==> config.mk <==
export PLATFORM = sky130hd
export DESIGN_NAME = adc4_discr
export DESIGN_NICKNAME = d
export VERILOG_FILES = /design/src/rtl/adc4_discr.sv
export SDC_FILE = /design/constraint.sdc
export NUM_CORES = 1
export LEC_CHECK = 0
export ABC_AREA = 1
export CORE_MARGIN = 4
export CORE_UTILIZATION = 58
export CTS_CLUSTER_SIZE = 30
export DETAILED_ROUTE_END_ITERATION = 8
export HOLD_SLACK_MARGIN = 0.03
export PLACE_DENSITY = 0.91
export SLEW_MARGIN = 20
export SYNTH_ARGS = -nofsm -noshare
export SYNTH_HDL_FRONTEND = slang
export SYNTH_SLANG_ARGS = --single-unit
==> constraint.sdc <==
create_clock -name CLK -period 4.3 [get_ports CLK]
set_clock_uncertainty 0.1 [all_clocks]
set_input_delay 0.86 -clock CLK [delete_from_list [all_inputs] [get_ports CLK]]
set_output_delay 0.86 -clock CLK [all_outputs]
set_load 0.01 [all_outputs]
==> src/rtl/adc4_discr.sv <==
// Four-channel pedestal tracker and threshold discriminator for a 12-bit ADC.
// Two pipeline stages: sample capture, then pedestal subtraction with trigger/holdoff.
module adc4_discr #(
    parameter int PED_SHIFT = 4,
    parameter int HOLDOFF_W = 8
) (
    input  logic                 CLK,
    input  logic                 RST_N,
    input  logic [47:0]          DIN,
    input  logic [3:0]           CHMASK,
    input  logic [11:0]          THR,
    input  logic [HOLDOFF_W-1:0] HOLDOFF,
    output logic [51:0]          DOUT,
    output logic [3:0]           TRIG,
    output logic [47:0]          PED
);

    localparam int NCH    = 4;
    localparam int DATA_W = 12;
    localparam int DIFF_W = DATA_W + 1;
    localparam int ACC_W  = DATA_W + PED_SHIFT;

    function automatic logic [DATA_W-1:0] f_ped(input logic [ACC_W-1:0] acc);
        return acc[ACC_W-1:PED_SHIFT];
    endfunction

    function automatic logic signed [DIFF_W-1:0] f_diff(input logic [DATA_W-1:0] s,
                                                        input logic [DATA_W-1:0] p);
        return $signed({1'b0, s}) - $signed({1'b0, p});
    endfunction

    logic        [DATA_W-1:0]    w_samp_p0 [NCH];
    logic        [DATA_W-1:0]    r_samp_p1 [NCH];
    logic        [ACC_W-1:0]     r_acc     [NCH];
    logic        [ACC_W-1:0]     w_acc_nxt [NCH];
    logic        [DATA_W-1:0]    w_ped     [NCH];
    logic signed [DIFF_W-1:0]    w_diff_p1 [NCH];
    logic signed [DIFF_W-1:0]    r_dout_p2 [NCH];
    logic        [HOLDOFF_W-1:0] r_hold    [NCH];
    logic        [NCH-1:0]       r_armed;
    logic        [NCH-1:0]       r_trig_p2;
    logic                        r_preload;
    logic signed [DIFF_W-1:0]    w_thr;
    logic        [NCH-1:0]       w_over;
    logic        [NCH-1:0]       w_hold_z;
    logic        [NCH-1:0]       w_fire;
    logic        [NCH-1:0]       w_upd;

    // The preload cycle reports zero amplitude so the fresh pedestal never looks like a pulse.
    always_comb begin
        w_thr = $signed({1'b0, THR});
        for (int k = 0; k < NCH; k++) begin
            w_samp_p0[k] = {DIN[12*k+6 +: 6], DIN[12*k +: 6]};
            w_ped[k]     = f_ped(r_acc[k]);
            w_diff_p1[k] = r_preload ? '0 : f_diff(r_samp_p1[k], w_ped[k]);
            w_over[k]    = w_diff_p1[k] > w_thr;
            w_hold_z[k]  = (r_hold[k] == '0);
            w_fire[k]    = CHMASK[k] && r_armed[k] && w_hold_z[k] && w_over[k];
            w_upd[k]     = CHMASK[k] && w_hold_z[k] && !w_over[k];
            if (r_preload) begin
                w_acc_nxt[k] = {r_samp_p1[k], {PED_SHIFT{1'b0}}};
            end else if (w_upd[k]) begin
                w_acc_nxt[k] = r_acc[k] + ACC_W'(r_samp_p1[k]) - ACC_W'(w_ped[k]);
            end else begin
                w_acc_nxt[k] = r_acc[k];
            end
        end
    end

    // Stage 1: sample capture
    always_ff @(posedge CLK) begin
        for (int k = 0; k < NCH; k++) begin
            r_samp_p1[k] <= w_samp_p0[k];
        end
    end

    // Stage 2: amplitude, trigger, pedestal and holdoff state
    always_ff @(posedge CLK) begin
        if (!RST_N) begin
            r_preload <= 1'b1;
            r_armed   <= '0;
            r_trig_p2 <= '0;
            for (int k = 0; k < NCH; k++) begin
                r_acc[k]     <= '0;
                r_hold[k]    <= '0;
                r_dout_p2[k] <= '0;
            end
        end else begin
            r_preload <= 1'b0;
            r_trig_p2 <= w_fire;
            for (int k = 0; k < NCH; k++) begin
                r_acc[k]     <= w_acc_nxt[k];
                r_dout_p2[k] <= CHMASK[k] ? w_diff_p1[k] : '0;
                if (!CHMASK[k] || w_fire[k]) begin
                    r_armed[k] <= 1'b0;
                end else if (!w_over[k] && w_hold_z[k]) begin
                    r_armed[k] <= 1'b1;
                end
                if (!CHMASK[k]) begin
                    r_hold[k] <= '0;
                end else if (w_fire[k]) begin
                    r_hold[k] <= HOLDOFF;
                end else if (!w_hold_z[k]) begin
                    r_hold[k] <= r_hold[k] - HOLDOFF_W'(1);
                end
            end
        end
    end

    always_comb begin
        DOUT = '0;
        PED  = '0;
        TRIG = r_trig_p2;
        for (int k = 0; k < NCH; k++) begin
            DOUT[13*k +: 13] = r_dout_p2[k];
            PED[12*k +: 12]  = w_ped[k];
        end
    end

endmodule
Word level (Yosys, flattened, before mapping):

Memories as Yosys holds them, arrays and structs flattened.
Index checks and enable logic that the tools add are counted.

* register bits: 9
* memory bits (writable): 196
* input bits: 74
* output and inout bits: 104
* word-level logic and storage cells: 181
* memories kept: 4

* $add $sub $neg: 16
* magnitude comparators: 4
* muxes and demuxes: 86
* bitwise logic cells: 21
* reductions and logical operators: 44

Memory list
* r_acc: words 4, width 16, read ports 4, clocked after memory_dff 0, wr ports 4, line 34 `logic [ACC_W-1:0] r_acc [NCH];`
* r_dout_p2: words 4, width 13, read ports 4, clocked after memory_dff 0, wr ports 4, line 38 `logic signed [DIFF_W-1:0] r_dout_p2 [NCH];`
* r_samp_p1: words 4, width 12, read ports 4, clocked after memory_dff 0, wr ports 4, line 33 `logic [DATA_W-1:0] r_samp_p1 [NCH];`
* r_hold: words 4, width 8, read ports 4, clocked after memory_dff 0, wr ports 4, line 39 `logic [HOLDOFF_W-1:0] r_hold [NCH];`

Operator list (count)
* $mux W16: 12
* $mux W13: 12
* $mux W8: 12
* $add A16 B12 Y16: 4
* $sub A16 B12 Y16: 4
* $gt A13 B13 Y1: 4
* $sub A12 B12 Y13: 4
* $mux W1: 50
* $logic_not A8 Y1: 4
* $sub A8 B1 Y8 const B: 4
* $logic_and A1 B1 Y1: 24
* $or A1 B1 Y1: 20
* $logic_not A1 Y1: 8
* $reduce_or A2 Y1: 4
* $logic_or A1 B1 Y1: 4
* $not A1 Y1: 1

Longest topological paths before layout:

Gate-level depths: netlist (run 1).
An unclocked memory read counts as a cell.

* word-level depth: 11
* depth in mapped cells: 29
* gate-level depth less buffers: 28

Worst setup path after synthesis (run 1):

No wires, ideal clock.

* path kind: register to register
* from: memory r_acc[2][6] (netlist bit)
* to: memory r_hold[2][0] (enable)
* setup time: 376 ps
* arrival time: 3240 ps
* required time: 3824 ps
* slack: 584 ps
* cell stages (with the launch flop): 24
* path buffers: 1
* clock period less this slack: 3716 ps
* cell sequence: dfxtp_1 inv_1 ha_1 nand2_1 o21ai_0 nand2_1 inv_1 nor2_1 o21ai_0 inv_1 nor2_1 nor3_1 ha_1 inv_1 nor3_1 nand2_1 nand2_1 nand2_1 nand2_1 nand2_1 nand2_1 nand2_2 buf_2 o211ai_1

RTL lines (line)
* from (decl): 34
* to (decl): 39

==> results of run 1 <==
-- cells by family (layout without fill, tap and decap cells) --
family | after synthesis | count (layout) | share of synthesized area (%)
XOR/XNOR | 63 | 63 | 3.38
AO/OA/AOI/OAI | 271 | 271 | 9.32
adder cells (fa/ha/maj) | 215 | 215 | 18.9
buffers and inverters | 569 | 704 | 14.5
AND/OR/NAND/NOR | 965 | 965 | 26.8
flip-flops | 205 | 205 | 27.1
-- where the power goes --
group | leakage [nW] | switching (mW) | total [mW] | internal, mW
clock | 0.411 | 0.864 | 2.12 | 1.26
sequential | 1.80 | 0.271 | 2.56 | 2.29
combinational | 7.30 | 3.16 | 5.06 | 1.90
-- worst reg2reg max path: stages, from the launching register on --
cell	delay, ns
sky130_fd_sc_hd__dfxtp_1	0.41
sky130_fd_sc_hd__inv_1	0.12
sky130_fd_sc_hd__ha_1	0.38
sky130_fd_sc_hd__a21oi_1	0.24
sky130_fd_sc_hd__o21ai_1	0.18
sky130_fd_sc_hd__nand2_1	0.09
sky130_fd_sc_hd__nand2_1	0.08
sky130_fd_sc_hd__nand3_1	0.08
sky130_fd_sc_hd__nand2_1	0.06
sky130_fd_sc_hd__nand2_1	0.08
sky130_fd_sc_hd__inv_1	0.04
sky130_fd_sc_hd__o21ai_0	0.13
sky130_fd_sc_hd__nand2_1	0.08
sky130_fd_sc_hd__nor2_1	0.13
sky130_fd_sc_hd__nor2_1	0.08
sky130_fd_sc_hd__ha_1	0.29
sky130_fd_sc_hd__nand3_1	0.08
sky130_fd_sc_hd__nor4b_1	0.31
sky130_fd_sc_hd__nor2_2	0.12
sky130_fd_sc_hd__nand2_4	0.20
sky130_fd_sc_hd__nand2_4	0.19
sky130_fd_sc_hd__o21ai_0	0.28
sky130_fd_sc_hd__a21oi_1	0.08
-- through the flow --
stage / hold slack (ns) / instance area (um2) / utilization [%] / setup WS, ns
final: 0.360 / 18900 / 68.1 / 0.341
after global routing: 0.393 / 18900 / 68.1 / -0.000379
after CTS: 0.364 / 18900 / 68.0 / 0.196
after detailed placement: 0.355 / 18100 / 65.0 / 0.289
after global placement: 0.344 / 18100 / 65.0 / 0.511
after floorplan: 0.333 / 16300 / - / 0.584
-- routing by layer --
layer / routed length (um) / GRT usage, % / share of wire [%]
met5: 0 / 0 / 0
met4: 2080 / 12.2 / 4.5
met3: 4020 / 5.08 / 8.7
met2: 21500 / 49.0 / 46
met1: 18800 / 37.2 / 41
-- layout by cell type (no fill, tap or decap), drive strengths merged, types with 14 or more instances in the layout --
cell type	instances
a21oi	126
clkbuf	34
clkdlybuf4s50	176
dfxtp	173
edfxtp	32
fa	52
ha	163
inv	472
nand2	433
nand3	181
nand4	62
nor2	171
nor3	60
nor4	30
o21ai	88
o21bai	14
xnor2	33
xor2	30
-- worst max-delay path by stage --
stage | endpoint | start
floorplan | r_hold[2][0] | r_acc[2][6]
global placement | r_hold[3][3] | r_acc[3][4]
detailed placement | r_hold[3][2] | r_acc[3][6]
CTS | r_acc[3][3] | r_acc[3][6]
global route | r_acc[0][1] | r_acc[0][5]
finish | r_acc[3][3] | r_acc[3][6]
-- final cells by class --
class | count | area, um2 | share of cell area [%]
clock buffers | 34 | 732 | 3.87
clock inverters | 11 | 100 | 0.529
inverters | 470 | 1760 | 9.33
multi-input cells | 1514 | 9540 | 50.5
flip-flops and latches | 205 | 4430 | 23.4
well taps | 378 | 473 | 2.50
repair buffers | 189 | 1870 | 9.89
-- flip-flops by register name (all words and copies together) (netlist names) --
register / flops
r_preload: 1
r_hold: 32
r_armed: 4
r_acc: 64
r_dout_p2: 52
TRIG: 4
r_samp_p1: 48
-- what timing repair did --
item	CTS	global route
resized for setup	0	6
endpoints found under the setup margin	0	67
endpoints found under the hold margin	0	0
==> impl_metrics.sql, run 1 <==
INSERT INTO impl_metrics (metric_group, metric, value, unit) VALUES
('run_status', 'run_status', 'finished clean', ''),
('logic_synthesis', 'synthMostInstantiatedCell', 'sky130_fd_sc_hd__inv_1', ''),
('flow_run', 'cap_violations', '0', ''),
('logic_synthesis', 'synth_seq_area_share', '27.1', '%'),
('logic_synthesis', 'number_of_register_bits_inferred_by_synthesis', '205', ''),
('clocking', 'cts_buffers', '25', ''),
('place', 'dpl_cells', '2756', ''),
('detailed_routing', 'remaining_drcs', '0', ''),
('global_routing', 'antenna_found_initial', '0', ''),
('worst_setup_path', 'path_common_cell', 'sky130_fd_sc_hd__nand2_1', ''),
('global_routing', 'first_global_vias', '15360', ''),
('die', 'design.core.area', '0.0278', 'mm2'),
('logic_synthesis', 'synth.area.top_cells', 'sky130_fd_sc_hd__dfxtp_1, sky130_fd_sc_hd__ha_1, sky130_fd_sc_hd__inv_1', ''),
('worst_setup_path', 'crit_path_max_fanout', '20', ''),
('power_and_ir_drop', 'total_power', '9.75', 'mW'),
('power_and_ir_drop', 'ir_worst_vdd', '0.349', 'mV'),
('layout', 'area_growth', '15.9', '%'),
('die', 'placementRows', '61', ''),
('detailed_routing', 'drt_pass1_iterations', '5', ''),
('global_routing', 'grt_pass1_wl', '74300', 'um'),
('clocking', 'cts.reportedPaths.clkPinSlew', '0.06', 'ns'),
('worst_setup_path', 'startpoint_type', 'flip-flop', ''),
('detailed_routing', 'via_per_inst', '5.56', ''),
('layout', 'fraction_of_final_layout_cells_with_drive_strength_greater_than_1', '4.54', '%'),
('clocking', 'cts_tree', 'done', ''),
('timing', 'layout_worst_path_cycle_share', '92.1', '%'),
('timing', 'relSlewSlack', '51.5', '%'),
('timing', 'finalSetupViolCount', '0', ''),
('clocking', 'worstSkewPairLatency', '0.53', 'ns'),
('worst_setup_path', 'critical-path-slowest-cell', 'sky130_fd_sc_hd__dfxtp_1', ''),
('timing', 'totalNegativeSetupSlack', '0', 'ns'),
('worst_setup_path', 'timing.critical_path.required', '4.60', 'ns'),
('logic_synthesis', 'yosysTopAreaCell', 'sky130_fd_sc_hd__dfxtp_1', ''),
('layout', 'filler_cell_count', '2322', ''),
('worst_hold_path', 'timing.hold.worst.class', 'reg -> reg', ''),
('power_and_ir_drop', 'p_leak', '9.51', 'nW'),
('detailed_routing', 'postRouteAntennaNets', '0', ''),
('worst_setup_path', 'ff2ff_setup_slack', '0.34', 'ns'),
('place', 'buffer_ports.inserted', '177', ''),
('clocking', 'cts_max_path_buffers', '3', ''),
('logic_synthesis', 'dominantRegCellSynth', 'sky130_fd_sc_hd__dfxtp_1', ''),
('worst_setup_path', 'crit-reg2reg-capture', 'r_acc[3][3]', ''),
('layout', 'antenna_cells_inserted', '0', ''),
('detailed_routing', 'first_iter_violations', '1413', ''),
('timing', 'worstMarginPinSlew', '0.727', 'ns'),
('worst_setup_path', 'r2r_cells', '22', ''),
('timing', 'fin_crit', '3.96', 'ns'),
('logic_synthesis', 'number_of_distinct_library_cells_after_synthesis', '55', ''),
('die', 'initial_utilization', '58.7', '%'),
('detailed_routing', 'vias', '15577', ''),
('worst_setup_path', 'critPathTopFamily', 'simple AND/OR/NAND/NOR gates', ''),
('die', 'die_area', '0.0309', 'mm2'),
('timing', 'maxClockFrequency', '253', 'MHz'),
('power_and_ir_drop', 'powerDensity', '515', 'mW/mm2'),
('global_routing', 'grtUsageTotal', '29.2', '%'),
('worst_setup_path', 'r2r_start', 'r_acc[3][6]', ''),
('worst_setup_path', 'critPathBufInv', '2', ''),
('worst_setup_path', 'critPathCaptureType', 'flip-flop', ''),
('worst_hold_path', 'hold_start', 'r_acc[3][0]', ''),
('place', 'gpl.final_weighted_congestion', '1.00', ''),
('worst_setup_path', 'cpPeakStageDelay', '0.41', 'ns'),
('clocking', 'clock_sinks', '205', ''),
('logic_synthesis', 'synth.cell_area', '0.0163', 'mm2'),
('timing', 'final_count_of_pins_violating_max_slew', '0', ''),
('worst_hold_path', 'min_delay_path_depth', '2', ''),
('detailed_routing', 'totalWireLength', '46400', 'um'),
('logic_synthesis', 'synth_edf_count', '32', ''),
('place', 'dp_hpwl', '35900', 'um'),
('worst_setup_path', 'timing_worst_setup_path_type', 'reg -> reg', ''),
('layout', 'post_layout_nonfiller_instances', '2801', ''),
('logic_synthesis', 'post_synth_most_frequent_cells', 'sky130_fd_sc_hd__inv_1, sky130_fd_sc_hd__nand2_1, sky130_fd_sc_hd__nand3_1', '');
Note: power is estimated with default switching activity, not from simulation.
==> inputs of run 2 (changes only) <==
==> constraint.sdc (replaced) <==
create_clock -name CLK -period 4.3 [get_ports CLK]
set_clock_uncertainty 0.1 [all_clocks]
set_input_delay 1.075 -clock CLK [delete_from_list [all_inputs] [get_ports CLK]]
set_output_delay 1.075 -clock CLK [all_outputs]
set_load 0.01 [all_outputs]
==> run 2 against run 1 <==
Fmax down 1.2%. Worst hold slack improved by 0.0061 ns. Final area is 0.38% higher. First-iteration DRC count is 19% higher. Register-to-register slack worse by 0.05 ns. Clock power increased by 5%. Critical path depth rose by 4. Power increased by 1.1%. Cell count hardly changed. Wire length fell by 0.88%. Non-clock buffer count is 3 higher. Critical endpoint is now r_acc[0][3]. Highest routed layer unchanged.
==> impl_metrics.sql, run 2 (synthesis gave the netlist of run 1 again) <==
INSERT INTO impl_metrics (metric_group, metric, value, unit) VALUES
('run_status', 'run_status', 'finished clean', ''),
('worst_hold_path', 'min_delay_path_depth', '2', ''),
('layout', 'final_area', '0.0190', 'mm2'),
('die', 'die_area', '0.0309', 'mm2'),
('clocking', 'hold_buffers', '0', ''),
('layout', 'largest_registers_in_the_final_layout', 'r_acc (64), r_dout_p2 (52), r_samp_p1 (48)', ''),
('layout', 'filler_cell_count', '2246', ''),
('clocking', 'clk_root_buffer_cell', 'sky130_fd_sc_hd__clkbuf_16', ''),
('timing', 'final_count_of_pins_violating_max_slew', '0', ''),
('worst_setup_path', 'timing.critical_path.required', '4.61', 'ns'),
('worst_setup_path', 'timing_worst_setup_path_type', 'reg -> reg', ''),
('timing', 'finalSetupViolCount', '0', ''),
('layout', 'area_growth', '16.3', '%'),
('clocking', 'cts.repair_timing.setup_buffer_count', '0', ''),
('layout', 'multi_input_area', '0.00955', 'mm2'),
('place', 'dpl_worst_slack', '0.280', 'ns'),
('detailed_routing', 'totalWireLength', '46000', 'um'),
('worst_setup_path', 'critPathCaptureType', 'flip-flop', ''),
('global_routing', 'grtUsageTotal', '28.7', '%'),
('clocking', 'worstSkewPairLatency', '0.53', 'ns'),
('worst_setup_path', 'r2r_cells', '26', ''),
('worst_setup_path', 'crit_path_max_fanout', '9', ''),
('flow_run', 'cap_violations', '0', ''),
('global_routing', 'antenna_found_initial', '0', ''),
('place', 'dp_hpwl', '35300', 'um'),
('global_routing', 'grt_pass1_wl', '73900', 'um'),
('layout', 'largest_register_ffs', '64', ''),
('place', 'gpl.final_weighted_congestion', '0.996', ''),
('worst_hold_path', 'hold_start', 'r_acc[3][0]', ''),
('clocking', 'cts_tree', 'done', ''),
('clocking', 'cts_buffers', '24', ''),
('timing', 'layout_setup_ws', '0.295', 'ns'),
('place', 'buffer_ports.inserted', '177', ''),
('global_routing', 'grt_max_degree', '126', ''),
('die', 'design.core.area', '0.0278', 'mm2'),
('worst_setup_path', 'ff2ff_setup_slack', '0.29', 'ns'),
('timing', 'fin_crit', '4.01', 'ns'),
('power_and_ir_drop', 'ir_worst_vdd', '0.361', 'mV'),
('power_and_ir_drop', 'total_power', '9.86', 'mW'),
('clocking', 'clock_sinks', '205', ''),
('power_and_ir_drop', 'p_leak', '9.55', 'nW'),
('die', 'placementRows', '61', ''),
('power_and_ir_drop', 'powerDensity', '519', 'mW/mm2'),
('worst_setup_path', 'cp_data_arrival_time', '4.32', 'ns'),
('die', 'die_w', '176', 'um'),
('worst_setup_path', 'crit-reg2reg-capture', 'r_acc[0][3]', ''),
('detailed_routing', 'via_per_inst', '5.60', ''),
('worst_setup_path', 'r2r_start', 'r_acc[0][4]', ''),
('detailed_routing', 'postRouteAntennaNets', '0', ''),
('place', 'dpl_cells', '2759', ''),
('die', 'io-pin-count', '178', ''),
('detailed_routing', 'vias', '15695', ''),
('layout', 'layout.cells.most_common', 'sky130_fd_sc_hd__inv_1', ''),
('layout', 'mostFrequentLayoutCells', 'sky130_fd_sc_hd__inv_1, sky130_fd_sc_hd__nand2_1, sky130_fd_sc_hd__nand3_1, sky130_fd_sc_hd__clkdlybuf4s50_1, sky130_fd_sc_hd__dfxtp_1', ''),
('timing', 'relSlewSlack', '56.3', '%'),
('timing', 'hold_viol', '0', ''),
('worst_setup_path', 'startpoint_type', 'flip-flop', ''),
('timing', 'layout_worst_path_cycle_share', '93.1', '%'),
('clocking', 'cts.reportedPaths.clkPinSlew', '0.06', 'ns'),
('die', 'die_y', '176', 'um'),
('layout', 'post_layout_nonfiller_instances', '2803', ''),
('clocking', 'post_cts_resize_count', '0', ''),
('detailed_routing', 'routed_wire_length_per_instance', '16.4', 'um'),
('layout', 'finalNetCount', '2696', ''),
('layout', 'antenna_cells_inserted', '0', ''),
('detailed_routing', 'remaining_drcs', '0', ''),
('clocking', 'cts_max_path_buffers', '3', ''),
('layout', 'final-seq-area', '0.00443', 'mm2'),
('global_routing', 'first_global_vias', '15313', ''),
('place', 'detailed_place.area', '0.0181', 'mm2'),
('timing', 'maxClockFrequency', '250', 'MHz'),
('global_routing', 'global_route.overflow_total', '0', ''),
('layout', 'regMostFlops', 'r_acc', ''),
('worst_hold_path', 'holdPathEnd', 'r_acc[3][0]', ''),
('timing', 'worstMarginPinSlew', '0.655', 'ns'),
('detailed_routing', 'drt_pass1_iterations', '8', ''),
('clocking', 'level_count_of_the_clock_h_tree', '1', ''),
('detailed_routing', 'first_iter_violations', '1685', ''),
('worst_hold_path', 'timing.hold.worst.class', 'reg -> reg', ''),
('layout', 'fraction_of_final_layout_cells_with_drive_strength_greater_than_1', '4.74', '%'),
('timing', 'totalNegativeSetupSlack', '0', 'ns'),
('timing', 'unrepaired_setup_endpoints_after_global_routing', 'no', ''),
('timing', 'holdWs', '0.366', 'ns'),
('die', 'initial_utilization', '58.7', '%'),
('layout', 'fin_util', '68.3', '%');
run 2: cell count changes in the layout (fill, tap and decap cells not counted), sizes merged:
cell / previous run / this run
inv: 472 / 476
buf: 13 / 16
clkbuf: 34 / 31
clkinv: 7 / 5
bufinv: 1 / 2
clkinvlp: 1 / 0
run 2: metal layers:
layer	share of wire (%)	track usage, %	vias to the layer above
li1	-	-	7583
met1	41	37.2	7169
met4	3.8	10.6	0
met2	47	48.4	783
met3	9.0	4.74	160
met5	0	0	-
run 2: worst max-delay path by stage:
stage,cells past startpoint,start,slack (ns),to
3_3_place_gp,19,r_acc[3][4],0.50,r_hold[3][4]
4_1_cts,26,r_acc[2][6],0.25,r_acc[2][8]
3_5_place_dp,22,r_acc[0][4],0.28,r_acc[0][3]
6_report,26,r_acc[0][4],0.29,r_acc[0][3]
5_1_grt,21,r_acc[0][5],0.002,r_acc[0][1]
2_1_floorplan,23,r_acc[2][6],0.58,r_hold[2][0]
run 2: layout make-up:
cell class / count / share of cell area (%)
inverters: 470 / 9.30
well taps: 378 / 2.49
repair buffers: 192 / 9.97
flip-flops and latches: 205 / 23.3
clock inverters: 13 / 0.765
multi-input cells: 1514 / 50.3
clock buffers: 31 / 3.80
run 2: report_power, final:
part | internal, mW | switching (mW) | leakage, nW
Clock | 1.33 | 0.889 | 0.430
Sequential | 2.29 | 0.270 | 1.80
Combinational | 1.90 | 3.18 | 7.31
Total | 5.52 | 4.34 | 9.55
run 2: worst max-delay path: stages (launching register included):
cell and delay, ns:
sky130_fd_sc_hd__dfxtp_1 0.42, sky130_fd_sc_hd__ha_1 0.18, sky130_fd_sc_hd__inv_1 0.06, sky130_fd_sc_hd__fa_1 0.39
sky130_fd_sc_hd__nand2_1 0.07, sky130_fd_sc_hd__inv_1 0.06, sky130_fd_sc_hd__o21ai_1 0.13, sky130_fd_sc_hd__nand2_1 0.12
sky130_fd_sc_hd__inv_1 0.09, sky130_fd_sc_hd__o21ai_0 0.10, sky130_fd_sc_hd__nand2_1 0.08, sky130_fd_sc_hd__inv_1 0.05
sky130_fd_sc_hd__nor3_1 0.17, sky130_fd_sc_hd__ha_1 0.30, sky130_fd_sc_hd__a21oi_1 0.21, sky130_fd_sc_hd__nor2_1 0.06
sky130_fd_sc_hd__nor3_1 0.14, sky130_fd_sc_hd__nand2_1 0.07, sky130_fd_sc_hd__nand2_1 0.05, sky130_fd_sc_hd__nand2_1 0.04
sky130_fd_sc_hd__nand2_1 0.05, sky130_fd_sc_hd__nand2_1 0.10, sky130_fd_sc_hd__nand2_2 0.18, sky130_fd_sc_hd__buf_4 0.18
sky130_fd_sc_hd__nand2_1 0.16, sky130_fd_sc_hd__o21ai_1 0.23, sky130_fd_sc_hd__a21oi_1 0.06
